**config.mk**
```make
export PLATFORM = sky130hd
export DESIGN_NAME = cpu_ctrl
export DESIGN_NICKNAME = d
export VERILOG_FILES = /design/src/rtl/cpu_ctrl.sv
export SDC_FILE = /design/constraint.sdc
export NUM_CORES = 1
export LEC_CHECK = 0
export CAP_MARGIN = 15
export CORE_MARGIN = 3
export CORE_UTILIZATION = 40
export CTS_BUF_LIST = sky130_fd_sc_hd__clkbuf_8
export DETAILED_ROUTE_END_ITERATION = 10
export HOLD_SLACK_MARGIN = 0.08
export PLACE_DENSITY = 0.85
export SETUP_SLACK_MARGIN = 0.3
export SKIP_CTS_REPAIR_TIMING = 1
export SLEW_MARGIN = 30
export SYNTH_ARGS = -nofsm -noshare
export SYNTH_HDL_FRONTEND = slang
export SYNTH_SLANG_ARGS = --single-unit
```
**constraint.sdc**
```tcl
create_clock -name clk -period 3.9 [get_ports clk]
set_input_delay 0.585 -clock clk [delete_from_list [all_inputs] [get_ports clk]]
set_output_delay 0.585 -clock clk [all_outputs]
set_load 0.03 [all_outputs]
```
**src/rtl/cpu_ctrl.sv**
```systemverilog
// cpu_ctrl: two-byte fetch/execute sequencer driving PC, register file, RAM and ALU strobes.
// Every instruction takes exactly four cycles (FA, FB, EA, EB); outputs decode from state and the instruction register.
module cpu_ctrl (
    input  logic       clk,
    input  logic       rst,
    input  logic       run,
    input  logic       halt,
    output logic       waits,
    output logic       fetcha,
    output logic       fetchb,
    output logic       execa,
    output logic       execb,
    input  logic [7:0] pc_q,
    output logic       pc_inc,
    output logic       pc_load,
    output logic [7:0] pc_din,
    input  logic [7:0] ram_q,
    output logic [7:0] ram_addr,
    output logic       ram_rden,
    output logic       ram_wren,
    output logic [7:0] ram_din,
    output logic [3:0] asel,
    output logic [3:0] bsel,
    output logic [3:0] csel,
    input  logic [7:0] reg_aout,
    output logic       cload,
    output logic [7:0] cin,
    output logic       alu_ena,
    output logic [1:0] alu_ctrl,
    input  logic [7:0] alu_sout,
    input  logic       cflag,
    input  logic       zflag,
    output logic       illegal
);
    localparam logic [2:0] S_WAIT = 3'd0;
    localparam logic [2:0] S_FA   = 3'd1;
    localparam logic [2:0] S_FB   = 3'd2;
    localparam logic [2:0] S_EA   = 3'd3;
    localparam logic [2:0] S_EB   = 3'd4;

    logic [2:0] state_q, state_d;
    logic [7:0] ir_q, ir_d, opr_q, opr_d;
    logic       halt_pend_q, halt_pend_d;

    logic [2:0] f;
    logic [1:0] s;
    logic [3:0] t;
    logic       is_ld, is_st, is_li, is_alu, is_hlt, is_bad, jmp_taken;
    logic       ld_rd_ea, alu_ea;

    assign f = ir_q[7:5];
    assign s = ir_q[4:3];
    assign t = {1'b0, ir_q[2:0]};

    assign is_ld     = (f == 3'd0) && (s == 2'd1);
    assign is_st     = (f == 3'd0) && (s == 2'd2);
    assign is_li     = (f == 3'd0) && (s == 2'd3);
    assign is_alu    = (f == 3'd4);
    assign is_hlt    = (f == 3'd7) && (s == 2'd3);
    assign is_bad    = (f inside {3'd1, 3'd2, 3'd3, 3'd5}) || ((f == 3'd7) && (s != 2'd3));
    // Flags are the registered ones left by the last ALU instruction.
    assign jmp_taken = (f == 3'd6) && ((s == 2'd0) || ((s == 2'd1) && zflag) || ((s == 2'd2) && cflag));

    assign waits  = (state_q == S_WAIT);
    assign fetcha = (state_q == S_FA);
    assign fetchb = (state_q == S_FB);
    assign execa  = (state_q == S_EA);
    assign execb  = (state_q == S_EB);

    always_comb begin
        state_d     = waits  ? (run ? S_FA : S_WAIT) :
                      fetcha ? S_FB :
                      fetchb ? S_EA :
                      execa  ? S_EB :
                      execb  ? ((is_hlt || halt_pend_q || halt) ? S_WAIT : S_FA) : S_WAIT;
        halt_pend_d = (state_d == S_WAIT) ? 1'b0 : (halt_pend_q || (halt && !waits));
        ir_d        = fetchb ? ram_q : ir_q;
        opr_d       = execa ? ram_q : opr_q;
    end

    always_ff @(posedge clk or posedge rst) begin
        if (rst) begin
            state_q     <= S_WAIT;
            ir_q        <= 8'h00;
            opr_q       <= 8'h00;
            halt_pend_q <= 1'b0;
        end else begin
            state_q     <= state_d;
            ir_q        <= ir_d;
            opr_q       <= opr_d;
            halt_pend_q <= halt_pend_d;
        end
    end

    // In EA the operand is still on ram_q, so LD addressing and ALU B-select use it directly.
    assign ld_rd_ea = execa && is_ld;
    assign alu_ea   = execa && is_alu;

    assign pc_inc   = fetcha || fetchb;
    assign pc_load  = execb && jmp_taken;
    assign pc_din   = pc_load ? opr_q : 8'h00;

    assign ram_rden = fetcha || fetchb || ld_rd_ea;
    assign ram_wren = execb && is_st;
    assign ram_addr = (fetcha || fetchb) ? pc_q : ld_rd_ea ? ram_q : ram_wren ? opr_q : 8'h00;
    assign ram_din  = ram_wren ? reg_aout : 8'h00;

    assign alu_ena  = alu_ea;
    assign alu_ctrl = alu_ea ? s : 2'd0;
    assign asel     = (alu_ea || ram_wren) ? t : 4'd0;
    assign bsel     = alu_ea ? {1'b0, ram_q[2:0]} : 4'd0;

    assign cload    = execb && (is_ld || is_li || is_alu);
    assign csel     = cload ? t : 4'd0;
    assign cin      = !cload ? 8'h00 : is_ld ? ram_q : is_li ? opr_q : alu_sout;

    assign illegal  = execb && is_bad;
endmodule

```
==> results.sh <==
export IMPL_synth_simple_area_share=0.2954
export IMPL_cap_violations=0
export IMPL_worst_slew_pin_slew_ns=0.8320
export IMPL_synth_compound_area_frac=0.2117
export IMPL_grtUsageMet2=0.3939
export IMPL_ys_ff_latch=20
export IMPL_end_kind="output port"
export IMPL_wl_per_cell_um=15.38
export IMPL_synthMuxAreaShare=0.05356
export IMPL_clk_pin_slew_worst_paths_ns=0.07
export IMPL_synth_top_family_by_area="simple AND/OR/NAND/NOR gates"
export IMPL_p_total_uw=1490
export IMPL_cts_root_buf="clkbuf_8"
export IMPL_setup_violations=0
export IMPL_initial_core_util=0.4311
export IMPL_p_per_area_mw_per_mm2=607.8
export IMPL_comb_power_share=0.620
export IMPL_yosysWarnings=0
export IMPL_dieHeight_um=67.14
export IMPL_met1_usage=0.2767
export IMPL_fin_crit_ns=3.366
export IMPL_core_sq_mm=0.003468
export IMPL_design_die_area_sq_mm=0.004508
export IMPL_viasPerCell=5.310
export IMPL_cts_sinks=20
export IMPL_drive_gt1_frac=0.03663
export IMPL_synth_fa_ha_area_frac=0
export IMPL_fin_skew_ns=0.004637
export IMPL_clock_latency_ns=0.26
export IMPL_ioPinCount=96
export IMPL_p_int_uw=756.4
export IMPL_status="finished, final reports clean"
export IMPL_critPathMaxFanout=20
export IMPL_synth_edf_count=0
export IMPL_postSynthAreaPerCell_sq_um=7.869
export IMPL_async_reset_ff_frac=1.000
export IMPL_r2r_setup_slack_ns=2.27
export IMPL_relSlewSlack=0.4416
export IMPL_drt_iter0_markers=78
export IMPL_grt_max_degree=21
export IMPL_p_leak_uw=0.001019
export IMPL_whs_ns=0.5416
export IMPL_yosysUniqueCellTypes=32
export IMPL_drt_pass1_iter_count=4
export IMPL_cts_htree_levels=1
export IMPL_dpl_hpwl_mm=3.614
export IMPL_multiInputGateArea_sq_um=849.6
export IMPL_switching_share=0.4925
export IMPL_netSwitchingPower_uw=734.1
export IMPL_die_width_um=67.14
export IMPL_drc=0
export IMPL_drv_slew=0
export IMPL_clockPowerShare=0.093
export IMPL_cp_start_kind="flip-flop"
export IMPL_area_growth_pct=64.02
export IMPL_cts_tree="built"
export IMPL_required_ns=3.31
export IMPL_portBuffers=92
export IMPL_seq_area_sq_um=500.5
export IMPL_worst_ir_drop_vdd_mv=0.3750
export IMPL_arrival_ns=2.78
export IMPL_grt_pass1_vias=1630
export IMPL_seq_area_frac_synth=0.3347
export IMPL_ys_flop_type="dfrtp_1"
export IMPL_synth_xor_area_frac=0
export IMPL_syn_cell_area_sq_mm=0.001495
export IMPL_rsz0062_at_grt="no"
export IMPL_pwr_share_seq=0.287
export IMPL_place_gp_congestion=0.8202
export IMPL_fillers=295
export IMPL_rows=21
export IMPL_grt_ovfl_total=0
export IMPL_setup_worst_path_class="reg2out"
export IMPL_clock_path_buffers=2
export IMPL_cts_inserted_buffers=3
export IMPL_hold_path_class="reg2reg"
export IMPL_grt_use_met3=0.04659
export IMPL_final_setup_tns_ns=0
export IMPL_route_final_wire_length_mm=4.906
export IMPL_grt_pass1_wl_mm=7.748
export IMPL_final_hold_violation_count=0
export IMPL_nets=313
export IMPL_grt_use_total=0.2209
export IMPL_postRouteAntennaNets=0
export IMPL_diodes=0
export IMPL_fmax_mhz=297.1
export IMPL_antenna_found_initial=0
export IMPL_vias=1694
export IMPL_synth_cells=190
export IMPL_fin_crit_sh=0.8631
export IMPL_busiest_layer="met2"
through the flow:
step / cell area (sq um) / cells / setup slack (ns) / utilization
final: 2452 / 319 / 0.5339 / 0.7071
after floorplan: 1503 / 192 / 1.164 / -
after CTS: 2452 / 319 / 0.5867 / 0.7071
after global placement: 2411 / 316 / 0.7668 / 0.6952
after global routing: 2452 / 319 / 0.4056 / 0.7071
after detailed placement: 2411 / 316 / 0.7353 / 0.6952
state kept, by name (all words and copies together), names as in the netlist:
| name | count |
|---|---|
| ir_q | 8 |
| opr_q | 8 |
| halt_pend_q | 1 |
| state_q | 3 |
cells in the mapped netlist, types with 2 or more instances:
library cell | n | area share
nor2b_1 | 3 | 0.013
o21ai_1 | 2 | 0.0067
a21oi_1 | 2 | 0.0067
clkbuf_1 | 4 | 0.010
nor2_1 | 14 | 0.035
mux2i_1 | 8 | 0.054
inv_2 | 2 | 0.0050
o21ai_0 | 12 | 0.040
o21a_1 | 3 | 0.015
nand3b_1 | 2 | 0.010
nand2_1 | 28 | 0.070
a221o_1 | 8 | 0.054
a21boi_0 | 8 | 0.040
nor3_1 | 11 | 0.037
a211oi_1 | 9 | 0.045
inv_1 | 16 | 0.040
dfrtp_1 | 20 | 0.33
buf_2 | 8 | 0.027
buf_4 | 4 | 0.020
and2_1 | 13 | 0.054
or3b_1 | 2 | 0.012
metal layers:
layer	wire [um]	vias up	share of wire
met3	387	2	0.079
met1	2098	812	0.43
met4	21	0	0.0043
met2	2398	70	0.49
met5	0	-	0
li1	-	810	-
critical path, cell delays in order (launching register included):
cell	delay [ns]
dfrtp_1	0.47
nor3b_2	0.37
and4_1	0.72
a221o_1	0.27
clkdlybuf4s50_1	0.68
power by group through the flow:
stage | Clock [uW] | Combinational, uW | Sequential [uW]
after floorplan | 0 | 639 | 387
after global placement | 0 | 905 | 422
after detailed placement | 0 | 923 | 427
after CTS | 138 | 925 | 425
after global routing | 147 | 1010 | 443
final | 139 | 924 | 428
path summary, 6_finish.rpt:
kind,from,to,cells after the start
setup / recovery,state_q[1]$_DFF_PP0_,ram_addr[3],4
hold / removal,state_q[2]$_DFF_PP0_,halt_pend_q$_DFF_PP0_,1
setup reg to reg,state_q[1]$_DFF_PP0_,ir_q[2]$_DFFE_PP0P_,4
hold reg to reg,state_q[2]$_DFF_PP0_,halt_pend_q$_DFF_PP0_,1
max in group asynchronous,rst,state_q[0]$_DFF_PP0_,2
min in group asynchronous,rst,opr_q[0]$_DFFE_PP0N_,2
layout by cell type (no fill, tap or decap), drive strengths merged, types with 8 or more instances in the layout:
cell type      instances
mux2i                  8
o21ai                 14
dfrtp                 20
clkdlybuf4s50         92
and2                  13
inv                   18
a221o                  8
a211oi                 9
nor3                  11
a21boi                 8
nand2                 28
nor2                  14
kinds of logic (layout without fill, tap and decap cells):
family                 after synthesis  count (layout)
other                                1               3
buffers and inverters               34             115
AND/OR/NAND/NOR                     82              82
AO/OA/AOI/OAI                       45              45
multiplexers                         8               8
flip-flops                          20              20
final cells by class:
cell class                 count  share of cell area
sequential                    20              0.2041
clock buffer                   3             0.01684
inverter                      18             0.02755
tap                           46             0.02347
multi-input combinational    138              0.3464
timing repair buffer          94              0.3816
Power figures use the tool's default switching activity.
